**src/rtl/nanorv32_irq_pkg.sv**
```systemverilog
// rtl/nanorv32_irq_pkg.sv - shared FSM encoding, register indices and CTRL bit positions
package nanorv32_irq_pkg;

  typedef enum logic [1:0] {
    ST_IDLE   = 2'd0,
    ST_REQ    = 2'd1,
    ST_ACTIVE = 2'd2
  } irq_state_e;

  localparam logic [1:0] REG_ENABLE  = 2'd0;
  localparam logic [1:0] REG_PENDING = 2'd1;
  localparam logic [1:0] REG_MODE    = 2'd2;
  localparam logic [1:0] REG_CTRL    = 2'd3;

  localparam int CTRL_GIE_BIT    = 0;
  localparam int CTRL_ID_LSB     = 4;
  localparam int CTRL_ACTIVE_BIT = 8;
  localparam int CTRL_REQ_BIT    = 9;

endpackage

```
**src/rtl/nanorv32_irq_prio_enc.sv**
```systemverilog
// rtl/nanorv32_irq_prio_enc.sv - lowest-index-wins priority encoder
module nanorv32_irq_prio_enc #(
  parameter int NB_IRQ = 8
) (
  input  logic [NB_IRQ-1:0] req,
  output logic              valid,
  output logic [2:0]        id
);

  // Scan from the top down so the lowest set index is the last one written
  always_comb begin
    valid = 1'b0;
    id    = 3'd0;
    for (int i = NB_IRQ - 1; i >= 0; i--) begin
      if (req[i]) begin
        valid = 1'b1;
        id    = i[2:0];
      end
    end
  end

endmodule

```
**src/rtl/nanorv32_irq_ctrl.sv**
```systemverilog
// rtl/nanorv32_irq_ctrl.sv - edge/level interrupt capture, register file and req/ack/done handshake
module nanorv32_irq_ctrl
  import nanorv32_irq_pkg::*;
#(
  parameter int NB_IRQ = 8  // at most 8 so the source index fits irq_id
) (
  input  logic              clk_in,
  input  logic              rst,
  input  logic [NB_IRQ-1:0] irqs,
  input  logic              reg_sel,
  input  logic              reg_we,
  input  logic [1:0]        reg_addr,
  input  logic [31:0]       reg_wdata,
  output logic [31:0]       reg_rdata,
  output logic              reg_ready,
  output logic              irq_req,
  output logic [2:0]        irq_id,
  input  logic              irq_ack,
  input  logic              irq_done
);

  logic [NB_IRQ-1:0] irq_q, irq_qq;
  logic [NB_IRQ-1:0] enable_q, enable_d, mode_q, mode_d, pend_edge_q, pend_edge_d;
  logic              gie_q, gie_d, ready_q, ready_d;
  logic [31:0]       rdata_q, rdata_d, rd_val;
  irq_state_e        state_q, state_d;
  logic [2:0]        id_q, id_d;

  logic [NB_IRQ-1:0] rise, pend_vis, cand, id_onehot, w1c, ack_clr;
  logic              sel_valid, ack_take, latched_cand;
  logic [2:0]        sel_id;
  logic              unused_wdata;

  assign unused_wdata = ^reg_wdata;

  // Derived candidate view: level sources follow the synchronised line, edge sources use the sticky bit
  always_comb begin
    rise     = irq_q & ~irq_qq;
    pend_vis = (mode_q & pend_edge_q) | (~mode_q & irq_q);
    cand     = pend_vis & enable_q & {NB_IRQ{gie_q}};
    for (int i = 0; i < NB_IRQ; i++) begin
      id_onehot[i] = (id_q == i[2:0]);
    end
    ack_take     = (state_q == ST_REQ) && irq_ack;
    latched_cand = |(cand & id_onehot);
    ack_clr      = ack_take ? id_onehot : '0;
  end

  nanorv32_irq_prio_enc #(.NB_IRQ(NB_IRQ)) u_prio_enc (
    .req   (cand),
    .valid (sel_valid),
    .id    (sel_id)
  );

  // Register writes, W1C/ack clearing of edge pendings (a same-cycle edge wins) and read mux
  always_comb begin
    enable_d = enable_q;
    mode_d   = mode_q;
    gie_d    = gie_q;
    w1c      = '0;
    rd_val   = '0;
    if (reg_sel && reg_we) begin
      case (reg_addr)
        REG_ENABLE:  enable_d = reg_wdata[NB_IRQ-1:0];
        REG_PENDING: w1c      = reg_wdata[NB_IRQ-1:0];
        REG_MODE:    mode_d   = reg_wdata[NB_IRQ-1:0];
        REG_CTRL:    gie_d    = reg_wdata[CTRL_GIE_BIT];
      endcase
    end
    pend_edge_d = ((pend_edge_q & ~w1c & ~ack_clr) | rise) & mode_q;
    case (reg_addr)
      REG_ENABLE:  rd_val[NB_IRQ-1:0] = enable_q;
      REG_PENDING: rd_val[NB_IRQ-1:0] = pend_vis;
      REG_MODE:    rd_val[NB_IRQ-1:0] = mode_q;
      REG_CTRL: begin
        rd_val[CTRL_GIE_BIT]        = gie_q;
        rd_val[CTRL_ID_LSB +: 3]    = id_q;
        rd_val[CTRL_ACTIVE_BIT]     = (state_q == ST_ACTIVE);
        rd_val[CTRL_REQ_BIT]        = (state_q == ST_REQ);
      end
    endcase
    ready_d = reg_sel;
    rdata_d = (reg_sel && !reg_we) ? rd_val : 32'd0;
  end

  // Next state: latch the winner in IDLE, never preempt, ack beats withdraw
  always_comb begin
    state_d = state_q;
    id_d    = id_q;
    case (state_q)
      ST_IDLE: begin
        if (sel_valid) begin
          state_d = ST_REQ;
          id_d    = sel_id;
        end
      end
      ST_REQ: begin
        if (irq_ack)            state_d = ST_ACTIVE;
        else if (!latched_cand) state_d = ST_IDLE;
      end
      ST_ACTIVE: begin
        if (irq_done) state_d = ST_IDLE;
      end
      default: state_d = ST_IDLE;
    endcase
  end

  // Outputs decoded from registered state
  always_comb begin
    irq_req   = (state_q == ST_REQ);
    irq_id    = id_q;
    reg_ready = ready_q;
    reg_rdata = rdata_q;
  end

  // All state flops
  always_ff @(posedge clk_in or posedge rst) begin
    if (rst) begin
      irq_q       <= '0;
      irq_qq      <= '0;
      enable_q    <= '0;
      mode_q      <= '0;
      pend_edge_q <= '0;
      gie_q       <= 1'b0;
      ready_q     <= 1'b0;
      rdata_q     <= '0;
      state_q     <= ST_IDLE;
      id_q        <= 3'd0;
    end else begin
      irq_q       <= irqs;
      irq_qq      <= irq_q;
      enable_q    <= enable_d;
      mode_q      <= mode_d;
      pend_edge_q <= pend_edge_d;
      gie_q       <= gie_d;
      ready_q     <= ready_d;
      rdata_q     <= rdata_d;
      state_q     <= state_d;
      id_q        <= id_d;
    end
  end

endmodule

```
**config.mk**
```make
export PLATFORM = sky130hd
export DESIGN_NAME = nanorv32_irq_ctrl
export DESIGN_NICKNAME = d
export VERILOG_FILES = /design/src/rtl/nanorv32_irq_pkg.sv /design/src/rtl/nanorv32_irq_prio_enc.sv /design/src/rtl/nanorv32_irq_ctrl.sv
export SDC_FILE = /design/constraint.sdc
export NUM_CORES = 1
export LEC_CHECK = 0
export CORE_ASPECT_RATIO = 1.75
export CORE_MARGIN = 2
export CORE_UTILIZATION = 45
export DETAILED_ROUTE_END_ITERATION = 8
export PLACE_DENSITY = 0.77
export SYNTH_ARGS = -nofsm -noshare
export SYNTH_HDL_FRONTEND = slang
export SYNTH_SLANG_ARGS = --single-unit
```
**constraint.sdc**
```tcl
create_clock -name clk_in -period 2.1 [get_ports clk_in]
set_input_delay 0.42 -clock clk_in [delete_from_list [all_inputs] [get_ports clk_in]]
set_output_delay 0.42 -clock clk_in [all_outputs]
set_load 0.05 [all_outputs]
```
======== After elaboration in Yosys (flattened, before gate mapping) ========
Index checks and enable logic that the tools add are counted.
cells by class
  add/sub/neg operators ................... 0
  multipliers ............................. 0
  div/mod/pow operators ................... 0
  order comparisons ....................... 0
  equality and inequality tests ........... 15
  shift-type cells ........................ 0
  muxes and demuxes ....................... 30
  bitwise logic cells ..................... 15
  reduce and logical (&&, ||, !) cells .... 13
operator list
  cell                  number
  $and A8 B8 Y8         9
  $not A8 Y8            4
  $mux W3               8
  $mux W8               3
  $or A8 B8 Y8          2
  $eq A3 B3 Y1 const B  4
  $pmux W3 S4           1
  $mux W10              1
  $mux W2               5
  $pmux W3 S3           1
  $mux W1               8
  $reduce_and A2 Y1     4
  $reduce_or A8 Y1      1
  $eq A2 B2 Y1 const B  3
  $eq A3 B2 Y1 const B  2
  $pmux W2 S3           1
  $eq A2 B1 Y1 const B  2
  $logic_not A2 Y1      2
  $ne A2 B2 Y1 const B  2
  $pmux W1 S4           1
  $eq A3 B1 Y1 const B  1
  $logic_and A1 B1 Y1   3
  $logic_not A3 Y1      1
  $ne A3 B3 Y1 const B  1
  3 further kinds       3
storage, ports and cells
  register bits ........................... 57
  bits in latches ......................... 0
  RAM bits ................................ 0
  memory bits (read-only) ................. 0
  input bits .............................. 48
  output and inout port bits .............. 37
  logic and storage cells ................. 83
  memories ................................ 0

======== Depth between registers and ports, before layout ========
  depth in word-level cells ............... 15
  gate-level depth with buffers ........... 6
  mapped depth without buffers ............ 6

======== Hierarchy ========
From an unflattened synthesis, not the netlist that was laid out.
second synthesis, totals
  cell total of the unflattened synthesis .. 253
  area, all modules ....................... 2752.6 um2
by module, submodules not included
  module                 instances  cells an instance  area each (um2)  seq. area each (um2)
  nanorv32_irq_ctrl      1          240                2672.6           1426.4
  nanorv32_irq_prio_enc  1          13                 80.1             0.0

======== Least setup slack after synthesis ========
No wires, ideal clock.
  kind .................................... register to register
  start point ............................. register mode_q[4]
  end point ............................... register id_q[0], in the netlist irq_id[0]
  setup time .............................. 0.128 ns
  arrival time ............................ 1.618 ns
  data required time ...................... 1.972 ns
  path slack .............................. 0.354 ns
  stages on the path, launching flop included .. 6
  buffers on the path ..................... 0
  period minus slack after synthesis ...... 1.746 ns
  cell sequence ........................... dfrtp_1 mux2_4 and3_4 nor4_4 a311oi_2 mux2_1
on the way
  cells in the longest elaborated chain, start to end .. 11
  elaborated cells on any way between the ends .. 17
  those cells by class .................... 10 x mux; 6 x bitwise; 1 x reduce/logical
RTL lines
  what                          line                         text
  start: declaration            nanorv32_irq_ctrl.sv:23      logic [NB_IRQ-1:0] enable_q, enable_d, mode_q, mode_d, pend_edge_q, pend_edge_d;
  start signal: assignment      nanorv32_irq_ctrl.sv:133     mode_q <= mode_d;
  $not A8 Y8                    nanorv32_irq_ctrl.sv:39      pend_vis = (mode_q & pend_edge_q) | (~mode_q & irq_q);
  $and A8 B8 Y8                 nanorv32_irq_ctrl.sv:39
  $or A8 B8 Y8 *                nanorv32_irq_ctrl.sv:39
  $and A8 B8 Y8 * (2 in a row)  nanorv32_irq_ctrl.sv:40      cand = pend_vis & enable_q & {NB_IRQ{gie_q}};
  $mux W1 (5 in a row)          nanorv32_irq_prio_enc.sv:15  if (req[i]) begin
  $reduce_and A2 Y1 (no line)   --
  end signal: assignment        nanorv32_irq_ctrl.sv:139     id_q <= id_d;
  end: declaration              nanorv32_irq_ctrl.sv:27      logic [2:0] id_q, id_d;
Mark *: on every way between the ends. The rest lies on a longest branch, timed or not.
A chain may end at the register's enable or synchronous reset.

======== Worst setup path after layout ========
  start point ............................. register rdata_q[0], in the netlist reg_rdata[0]
  end point ............................... output port reg_rdata[0]
RTL lines
  what                      line                      text
  start: declaration        nanorv32_irq_ctrl.sv:25   logic [31:0] rdata_q, rdata_d, rd_val;
  start signal: assignment  nanorv32_irq_ctrl.sv:137  rdata_q <= rdata_d;
  end: declaration          nanorv32_irq_ctrl.sv:14   output logic [31:0] reg_rdata,
No word-level cell between the ends.

==> results.rst <==
.. list-table::
   :header-rows: 1

   * - Metric
     - Value
   * - Master cell of the clock root buffer
     - sky130_fd_sc_hd__clkbuf_8
   * - Maximum operating frequency
     - 531 MHz
   * - Total buffers and inverters traversed by the critical path
     - 1
   * - Effective utilization at floorplan
     - 0.468
   * - Net switching component of the power
     - 1.23 mW
   * - Power density normalized to cell area
     - between 1000 and 1500 mW/mm^2
   * - Leading cell type by number of instances after synthesis
     - sky130_fd_sc_hd__dfrtp_1
   * - CTS H-Tree Depth
     - 3
   * - Postcts setup bufs
     - 0
   * - Final Max Tran Viols
     - 0
   * - Max IR drop VDD
     - between 0.0004 and 0.0005 V
   * - Worst-path cell chain
     - clkdlybuf4s50_1
   * - Initial detailed-routing violation count
     - 75
   * - Antenna fix cells
     - 0
   * - Buffer levels on the longest clock path
     - 2
   * - Netlist area before placement
     - 0.00277 sq mm
   * - Number of placed instances, taps included
     - 363
   * - Clk network pwr share
     - 0.250
   * - Summed negative setup slack over all endpoints
     - 0 ns
   * - Number of global-route vias before repair
     - 2114
   * - Period utilisation layout
     - 0.897
   * - Critical Path RT
     - 1.68 ns
   * - Setup repair after global routing missed its margin
     - false
   * - Number of non-filler instances in the completed layout
     - 378
   * - Leading post-synthesis cells by cell area
     - sky130_fd_sc_hd__dfrtp_1, sky130_fd_sc_hd__mux2_2, sky130_fd_sc_hd__buf_4, sky130_fd_sc_hd__nor2_1, sky130_fd_sc_hd__nand2_1
   * - Primary flip-flop cell chosen by synthesis mapping
     - sky130_fd_sc_hd__dfrtp_1
   * - Number of warning messages in the yosys log
     - 0
   * - Delay of the slowest critical-path stage
     - roughly 0.8 ns
   * - Max Cap Violations
     - 0
   * - Capturing element type of the critical path
     - output port
   * - Weighted congestion reported at the end of routability-driven placement
     - 0.959
   * - Post-detailed-route count of antenna-violating nets
     - 0
   * - Path type of the worst setup path
     - reg2out
   * - Pre-CTS worst setup slack
     - 0.0621 ns
   * - Core outline area
     - 0.00593 sq mm
   * - Cell area after placement
     - around 0.0032 sq mm
   * - Worst Path Max Fanout
     - 1
   * - Top cells by count, synth
     - sky130_fd_sc_hd__dfrtp_1, sky130_fd_sc_hd__buf_4, sky130_fd_sc_hd__nor2_1, sky130_fd_sc_hd__nand2_1, sky130_fd_sc_hd__mux2_2
   * - Cell taking the most area after synthesis
     - sky130_fd_sc_hd__dfrtp_1
   * - Internal power component
     - 2.13 mW
   * - Area added between synthesis and finish
     - 21.1%
   * - Count of endpoints failing setup in the final report
     - 0
   * - Wire length after detailed routing
     - 5.86 mm
   * - Comb pwr share
     - 0.301
   * - Flops & latches, synth
     - 57
   * - DR vias/cell
     - 5.37
   * - Area of all placed cells without fillers
     - about 0.0034 sq mm
   * - Worst-Skew Late Latency
     - 0.34 ns
   * - Actual slew at the worst max-slew pin
     - between 0.5 and 0.6 ns
   * - Fin Clk Skew
     - 0.00226 ns
   * - Number of flops mapped to enable cells by yosys
     - 0
   * - Result of the run
     - completed
   * - Least setup slack across all paths after layout
     - 0.216 ns
   * - Pin count of the biggest net entering global routing
     - 58
   * - Data arrival time of the critical path
     - 1.46 ns
   * - Async S/R FF share, synth
     - 1.00
   * - Final net count
     - 344
   * - Die width
     - 63.4 um
   * - Leakage power figure
     - between 1 and 1.5 nW
   * - Nature of the critical path startpoint
     - flop
   * - Synthesized netlist cell count
     - 249
   * - Sw Ratio
     - 0.366
   * - Per-cell routed wire length
     - 15.5 um
   * - Final Hold Viols
     - 0
   * - Number of antenna violations at the first check in global routing
     - 0
   * - Number of port buffers
     - 38
   * - Post-DP HPWL
     - 4.19 mm
   * - Remaining Overflow, GRT
     - 0
   * - Count of instances resized after the clock tree is built
     - 0
   * - Overall die area
     - 0.00683 sq mm
   * - Number of buffers created by CTS
     - 9
   * - TritonCTS clock tree
     - yes
   * - CTS Hold Buffers Added
     - 0
   * - Sequential share of power
     - 0.449
   * - Family with the most delay on the worst path
     - buffers and inverters
   * - Register area share after synthesis
     - 0.514
   * - Height of the die
     - 108 um
   * - Via count
     - 2031
   * - Share of layout cells above drive strength 1
     - 0.160
   * - Worst slew margin
     - 0.639
   * - 1st-pass router iterations
     - 4
   * - Post-layout minimum cycle time
     - 1.88 ns
   * - Average instance area after synthesis
     - 11.1 sq um
   * - Area share of the largest cell type after synthesis
     - 0.514
   * - Global-route wire length before repair
     - 9.69 mm
   * - Sink count of the clock tree
     - 57
   * - Number of different library cells in the post-synthesis netlist
     - 47
   * - DRC errors left
     - 0
   * - Combined global-route utilization of all metal layers
     - 0.194
   * - Worst-case hold slack
     - 0.400 ns
   * - Type of the most critical hold path
     - reg2reg
   * - Cell with the biggest individual delay on the critical path
     - sky130_fd_sc_hd__clkdlybuf4s50_1
   * - Io pins
     - 85
   * - Std-Cell Rows
     - 37
   * - Clock slew at reported path FFs
     - roughly 0.060 ns
-- per-stage QoR --
step                total power [mW]  utilization
finish                          3.37        0.567
global placement                2.52        0.541
floorplan                       2.25            -
global route                    3.54        0.567
detailed placement              2.54        0.541
CTS                             3.40        0.567
-- final timing paths --
| check | from | end | slack (ns) | depth (start not counted) |
|---|---|---|---|---|
| setup reg to reg | gie_q | irq_id[0] | 0.22 | 5 |
| max in group asynchronous | rst | reg_rdata[2] | 1.40 | 3 |
| setup / recovery | reg_rdata[0] | reg_rdata[0] | 0.22 | 1 |
| hold reg to reg | irq_q[2] | irq_qq[2] | 0.40 | 0 |
| min in group asynchronous | rst | reg_ready | 0.43 | 3 |
| hold / removal | irq_q[2] | irq_qq[2] | 0.40 | 0 |
-- cell families (layout without fill, tap and decap cells) --
| family | Yosys count | count (layout) | synth area share |
|---|---|---|---|
| other | 1 | 22 | 0.00135 |
| buffers and inverters | 40 | 70 | 0.0852 |
| AOI/OAI and AO/OA | 44 | 44 | 0.119 |
| and+or+nand+nor | 76 | 76 | 0.146 |
| muxes | 31 | 31 | 0.134 |
| DFF | 57 | 57 | 0.514 |
-- cell type report --
cell class | instances | area (sq um)
well taps | 78 | 97.6
clock buffers | 15 | 156
repair buffers | 46 | 455
fillers | 541 | 2570
flip-flops and latches | 57 | 1430
inverters | 9 | 33.8
multi-input cells | 173 | 1190
-- power groups by stage --
stage | registers, mW | clock network, mW | logic [mW]
after floorplan | 1.55 | 0 | 0.706
after global placement | 1.52 | 0 | 0.996
after detailed placement | 1.53 | 0 | 1.01
after CTS | 1.51 | 0.875 | 1.02
after global routing | 1.55 | 0.902 | 1.09
final | 1.51 | 0.840 | 1.01
-- per-layer routing --
layer / wire, um / global-route usage / vias to the layer above
li1: - / - / 932
met1: 2100 / 0.185 / 1004
met2: 3140 / 0.333 / 78
met3: 352 / 0.0764 / 17
met4: 261 / 0.140 / 0
met5: 0 / 0 / -
-- registers in the layout, indices dropped and copies added (netlist names) --
register	flops
enable_q	8
gie_q	1
irq_id	3
irq_q	8
irq_qq	8
mode_q	8
pend_edge_q	8
reg_rdata	10
reg_ready	1
state_q	2
-- cells in the final DEF, fill, tap and decap left out, types with 5 or more instances in the layout --
cell	netlist	final
sky130_fd_sc_hd__nand2b_1	8	8
sky130_fd_sc_hd__inv_1	9	8
sky130_fd_sc_hd__nor2_1	21	21
sky130_fd_sc_hd__nor2b_1	8	8
sky130_fd_sc_hd__nand2_1	20	20
sky130_fd_sc_hd__mux2i_1	7	7
sky130_fd_sc_hd__dfrtp_1	57	57
sky130_fd_sc_hd__clkbuf_1	4	5
sky130_fd_sc_hd__buf_4	22	10
sky130_fd_sc_hd__a21oi_1	7	7
sky130_fd_sc_hd__a21boi_0	5	5
sky130_fd_sc_hd__conb_1	1	22
sky130_fd_sc_hd__mux2_2	16	16
sky130_fd_sc_hd__clkbuf_8	0	10
sky130_fd_sc_hd__clkdlybuf4s50_1	0	34
Note: power is estimated with default switching activity, not from simulation.
